### config.mk
export PLATFORM = sky130hd
export DESIGN_NAME = multdiv_ctrl
export DESIGN_NICKNAME = d
export VERILOG_FILES = /design/src/rtl/multdiv_ctrl.sv
export SDC_FILE = /design/constraint.sdc
export NUM_CORES = 1
export LEC_CHECK = 0
export CAP_MARGIN = 20
export CORE_MARGIN = 5
export CORE_UTILIZATION = 54
export DETAILED_ROUTE_END_ITERATION = 7
export PLACE_DENSITY = 0.88
export SKIP_CTS_REPAIR_TIMING = 1
export SLEW_MARGIN = 15
export SYNTH_ARGS = -nofsm -noshare
export SYNTH_HDL_FRONTEND = slang
export SYNTH_SLANG_ARGS = --single-unit
### constraint.sdc
create_clock -name clock -period 5.66 [get_ports clock]
set_input_delay 0.566 -clock clock [delete_from_list [all_inputs] [get_ports clock]]
set_output_delay 0.566 -clock clock [all_outputs]
set_load 0.005 [all_outputs]
### src/rtl/multdiv_ctrl.sv
// Iterative signed 32-bit multiply (radix-2 Booth) / divide (non-restoring) controller on one shared add/sub/shift datapath.
// Build option: define MULTDIV_ZERO_BYPASS_EN to complete zero-operand multiplies/divides in one cycle.
module multdiv_ctrl (
  input  logic        clock,
  input  logic        reset_n,
  input  logic        ctrl_MULT,
  input  logic        ctrl_DIV,
  input  logic [31:0] data_operandA,
  input  logic [31:0] data_operandB,
  output logic [31:0] data_result,
  output logic        data_exception,
  output logic        data_resultRDY,
  output logic        data_busy
);

`ifdef MULTDIV_ZERO_BYPASS_EN
  localparam bit zero_bypass = 1'b1;
`else
  localparam bit zero_bypass = 1'b0;
`endif

  typedef enum logic [2:0] {IDLE, MUL, DIV, FIX, DONE} state_t;

  state_t      state, state_next;
  logic [4:0]  cnt, cnt_next;
  logic [32:0] acc, acc_next;   // Booth P (sign-extended) or division remainder R
  logic [31:0] q, q_next;       // Booth multiplier/low product or dividend/quotient
  logic        q_m1, q_m1_next;
  logic [31:0] m, m_next;       // multiplicand or divisor magnitude
  logic        neg, neg_next;
  logic        ovf, ovf_next;
  logic [31:0] res_next;
  logic        exc_next;

  logic [32:0] add_a, add_b, sum;
  logic        add_sub;
  logic [32:0] prod_hi;
  logic [31:0] a_mag, b_mag;

  assign a_mag = data_operandA[31] ? -data_operandA : data_operandA;
  assign b_mag = data_operandB[31] ? -data_operandB : data_operandB;

  // Shared adder: operand routing depends only on registered state, so no combinational loop.
  always_comb begin
    add_a   = '0;
    add_b   = '0;
    add_sub = 1'b0;
    case (state)
      MUL: begin
        add_a   = acc;
        add_sub = q[0] & ~q_m1;
        if (q[0] != q_m1) add_b = {m[31], m};
      end
      DIV: begin
        add_a   = {acc[31:0], q[31]};
        add_b   = {1'b0, m};
        add_sub = ~acc[32];
      end
      FIX: begin
        add_a = acc;
        add_b = {1'b0, m};
      end
      default: ;
    endcase
  end

  assign sum = add_sub ? (add_a - add_b) : (add_a + add_b);

  always_comb begin
    // NOTE: every output of this block gets a default first so no path leaves a value unassigned (no latches).
    state_next = state;
    cnt_next   = cnt;
    acc_next   = acc;
    q_next     = q;
    q_m1_next  = q_m1;
    m_next     = m;
    neg_next   = neg;
    ovf_next   = ovf;
    res_next   = data_result;
    exc_next   = data_exception;
    prod_hi    = '0;

    case (state)
      MUL: begin
        acc_next  = {sum[32], sum[32:1]};
        q_next    = {sum[0], q[31:1]};
        q_m1_next = q[0];
        cnt_next  = cnt + 5'd1;
        if (cnt == 5'd31) begin
          prod_hi    = {acc_next[31:0], q_next[31]};
          res_next   = q_next;
          exc_next   = !((prod_hi == '0) || (prod_hi == '1));
          state_next = DONE;
        end
      end
      DIV: begin
        acc_next = sum;
        q_next   = {q[30:0], ~sum[32]};
        cnt_next = cnt + 5'd1;
        if (cnt == 5'd31) state_next = FIX;
      end
      FIX: begin
        if (acc[32]) acc_next = sum;
        res_next   = neg ? -q : q;
        exc_next   = ovf;
        state_next = DONE;
      end
      DONE:    state_next = IDLE;
      default: state_next = IDLE;
    endcase

    // A start pulse in any state aborts whatever is in flight; MULT wins over DIV.
    if (ctrl_MULT || ctrl_DIV) begin
      res_next  = data_result;
      exc_next  = data_exception;
      cnt_next  = '0;
      acc_next  = '0;
      q_m1_next = 1'b0;
      if (ctrl_MULT) begin
        q_next     = data_operandB;
        m_next     = data_operandA;
        neg_next   = 1'b0;
        ovf_next   = 1'b0;
        state_next = MUL;
        if (zero_bypass && (data_operandA == '0 || data_operandB == '0)) begin
          res_next   = '0;
          exc_next   = 1'b0;
          state_next = DONE;
        end
      end else begin
        q_next     = a_mag;
        m_next     = b_mag;
        neg_next   = data_operandA[31] ^ data_operandB[31];
        ovf_next   = (data_operandA == 32'h8000_0000) && (data_operandB == 32'hFFFF_FFFF);
        state_next = DIV;
        if (data_operandB == '0) begin
          res_next   = '0;
          exc_next   = 1'b1;
          state_next = DONE;
        end else if (zero_bypass && data_operandA == '0) begin
          res_next   = '0;
          exc_next   = 1'b0;
          state_next = DONE;
        end
      end
    end
  end

  // NOTE: sequential state uses non-blocking assignments so all registers update together at the edge.
  always_ff @(posedge clock or negedge reset_n) begin
    if (!reset_n) begin
      state          <= IDLE;
      cnt            <= '0;
      acc            <= '0;
      q              <= '0;
      q_m1           <= 1'b0;
      m              <= '0;
      neg            <= 1'b0;
      ovf            <= 1'b0;
      data_result    <= '0;
      data_exception <= 1'b0;
    end else begin
      state          <= state_next;
      cnt            <= cnt_next;
      acc            <= acc_next;
      q              <= q_next;
      q_m1           <= q_m1_next;
      m              <= m_next;
      neg            <= neg_next;
      ovf            <= ovf_next;
      data_result    <= res_next;
      data_exception <= exc_next;
    end
  end

  assign data_resultRDY = (state == DONE);
  assign data_busy      = (state == MUL) || (state == DIV) || (state == FIX);

endmodule

==> out/metrics.yaml <==
detail-route-antenna-nets: 0
avgRoutedWirePerCell_um: 19.5
crit_fanout: 5
fmax_mhz: 186
maxCapViolations: 0
finalSetupViolCount: 0
setup_ws_ns: 0.283
fin_crit_ns: 5.38
cts_tree: "yes"
fin_util_pct: 62.4
syn_inst: 1647
fin_crit_sh_pct: 95.0
cellPowerDensity_nw_per_um2: 312
synth.distinct_cells: 72
die_x_um: 161
synthXorXnorAreaFrac_pct: 10.4
finalHoldViolCount: 0
relSlewSlack_pct: 30.5
synth_warnings: 0
n_antenna_cell: 0
syn_avg_cell_area_um2: 7.43
grt_pass1_vias: 11724
endpoint_kind: "flop"
final.setup.tns_ns: 0
overflow: 0
hp-class: "input port to async pin"
required_ns: 5.97
area_delta_synth_final_pct: 14.8
htree_num_levels: 4
grt_start_max_net_pins: 88
tightest_slew_ns: 1.03
nFillCells: 1891
path_cells: "ha_1, inv_1, a21oi_1, nor2_2, nand2_1, ha_1, a21oi_2, nor2_1, a311oi_2, ha_1, and3_1, a32oi_1, o211ai_1, buf_4, a2111oi_2, o21bai_1, xnor2_2, nand4_1, or4_1, nor4b_1, and4b_1, nor3_1"
synth_top_area_share_pct: 28.8
synthAdderAreaFrac_pct: 4.25
synth-simple-area-share_pct: 23.3
ys_seq_area_share_pct: 28.8
track_usage_pct: 28.9
vias_per_cell: 6.51
vias: 12815
cp_slowest_cell: "or4_1"
core_um2: 22500
synthArstFlopShare_pct: 100
numClockSinks: 141
peakVddDrop_uv: 205
rsz0062_at_grt: "false"
cts_root_buf: "clkbuf_16"
die_area_um2: 25800
gp_congestion: 0.984
syn_nets: 1756
synth_compound_area_share_pct: 27.3
clockBufferDepth: 2
grt_first_pass_wirelength_mm: 61.5
synth_edf_count: 0
synth_top_family_by_area: "compound AO/OA/AOI/OAI gates"
critPathMaxStageDelay_ns: 0.42
place_inst: 1930
antenna_found_initial: 0
die_h_um: 161
remaining_drc_errors: 0
cp-start-kind: "flop"
cts_made_buffers: 17
synth_mux_area_share_pct: 1.00
worstSkewPairLatency_ns: 0.45
ys_ff_latch: 141
dp_hpwl_mm: 27.9
status: "finished clean"
p_total_mw: 4.39
drive_above_1_share_pct: 6.30
num_rows: 55
numPortBuffers: 102
multiInputGateArea_um2: 8160
firstDrtPassIters: 8
ioPinCount: 103
finalMaxSlewViolations: 0
nNetsFinal: 1778
yosys.area.top_type: "dfrtp_1"
register_area_um2: 3530
skew_ns: 0.0178
path_common_cell: "ha_1"
arrival_ns: 5.69
ys_top_cells_by_area: "dfrtp_1 (29%), nand2_1 (8.7%), o21ai_0 (6.2%)"
synth_flop_cell: "dfrtp_1"
cts.reportedPaths.clkPinSlew_ns: 0.07
syn-cell-area_um2: 12200
start_util_pct: 54.4
p_leak_nw: 5.76
path_class: "flop to flop"
detail_route.iter0.violations: 1402
wl_mm: 38.4
stdcell_count: 1967
place_ws_ns: 0.265
-- layout make-up --
type	instances	share of cell area, %
Multi-Input combinational cell	1349	58.1
Sequential cell	141	25.1
Timing Repair Buffer	138	9.28
Clock buffer	17	3.03
Tap cell	285	2.54
Clock inverter	15	1.34
Inverter	22	0.588
-- synthesized netlist by cell type (7+ instances only) --
cell type / number
nand2b_1: 10
dfrtp_1: 141
or2_2: 8
a22o_1: 31
o21ai_0: 152
o21ai_1: 10
nor2_1: 180
o41ai_1: 17
a311oi_1: 31
o31ai_1: 27
a21o_1: 19
nand2_1: 284
o211ai_1: 18
a211oi_1: 21
ha_1: 40
nand4_1: 21
mux2i_1: 10
xor2_1: 66
or4_1: 17
or3_1: 13
inv_1: 22
xnor2_1: 79
nor3_1: 27
o22ai_1: 11
a21oi_1: 118
o221ai_1: 8
nand3_1: 13
buf_1: 15
clkbuf_1: 116
nor4_1: 17
and2_1: 7
nor2b_1: 10
-- worst max-delay path: cells and delay by family, from the launching register on --
family / cells / cell delay [ns]
xor+xnor: 1 / 0.24
simple gates: 9 / 1.84
flops: 1 / 0.38
compound gates: 7 / 1.61
buf+inv: 2 / 0.30
fa+ha+maj: 3 / 0.88
-- cell families (layout without fill, tap and decap cells) --
kind of cell / after synthesis / count (layout)
buffers and inverters: 157 / 192
muxes: 12 / 12
AOI/OAI and AO/OA: 518 / 518
and+or+nand+nor: 633 / 633
adders and majority gates: 41 / 41
DFF: 141 / 141
xor gates and xnor gates: 145 / 145
-- per-stage QoR --
stage / hold slack [ns] / instance area, µm²
after global placement: 0.466 / 13300
after CTS: 0.229 / 13900
final: 0.191 / 14000
after detailed placement: 0.470 / 13300
after floorplan: 0.270 / 12200
after global routing: 0.256 / 14000
-- sequential cells by signal (all words and copies together), names as in the netlist --
signal / count
neg: 1
q_m1: 1
acc: 33
ovf: 1
state: 3
data_result: 32
q: 32
data_exception: 1
cnt: 5
m: 32
-- layer usage --
metal	vias to the layer above	GRT usage [%]	routed length, µm
met5	-	0	0
met4	0	13.6	1980
met3	135	4.90	3560
met2	703	45.2	17400
met1	6014	39.2	15500
li1	5963	-	-
-- cells in the final DEF (no fill, tap or decap), types with 6 or more instances in the layout --
cell,netlist,layout
a211oi_1,21,21
a21boi_0,6,6
a21o_1,19,19
a21oi_1,118,116
a221oi_1,6,6
a22o_1,31,31
a22oi_1,6,6
a311oi_1,31,30
a31oi_1,6,6
and2_1,7,7
and3_1,6,6
buf_4,0,34
clkbuf_16,0,17
clkdlybuf4s50_1,0,99
dfrtp_1,141,141
ha_1,40,40
inv_1,22,22
mux2i_1,10,10
nand2_1,284,283
nand2b_1,10,10
nand3_1,13,13
nand4_1,21,21
nor2_1,180,178
nor2b_1,10,8
nor3_1,27,26
nor4_1,17,17
o211ai_1,18,18
o21ai_0,152,152
o21ai_1,10,10
o221ai_1,8,8
o22ai_1,11,11
o31ai_1,27,26
o41ai_1,17,17
or2_2,8,8
or3_1,13,13
or4_1,17,17
xnor2_1,79,78
xor2_1,66,66
-- worst paths after layout --
check / end / startpoint / slack (ns) / depth (start not counted)
max: data_exception / q[0] / 0.28 / 22
min: acc[28] / reset_n / 0.19 / 1
max reg2reg: data_exception / q[0] / 0.28 / 22
min reg2reg: data_result[8] / data_result[8] / 0.48 / 2
max in group asynchronous: acc[4] / reset_n / 4.17 / 2
min in group clock: data_result[8] / data_result[8] / 0.48 / 2
-- report_power, final --
group	total (mW)	leakage (nW)	internal, mW	switching, mW
registers	1.34	1.77	1.16	0.188
clock network	1.16	0.294	0.602	0.558
logic	1.88	3.69	0.795	1.09
total	4.39	5.76	2.55	1.83
(Power assumes the default switching activity.)
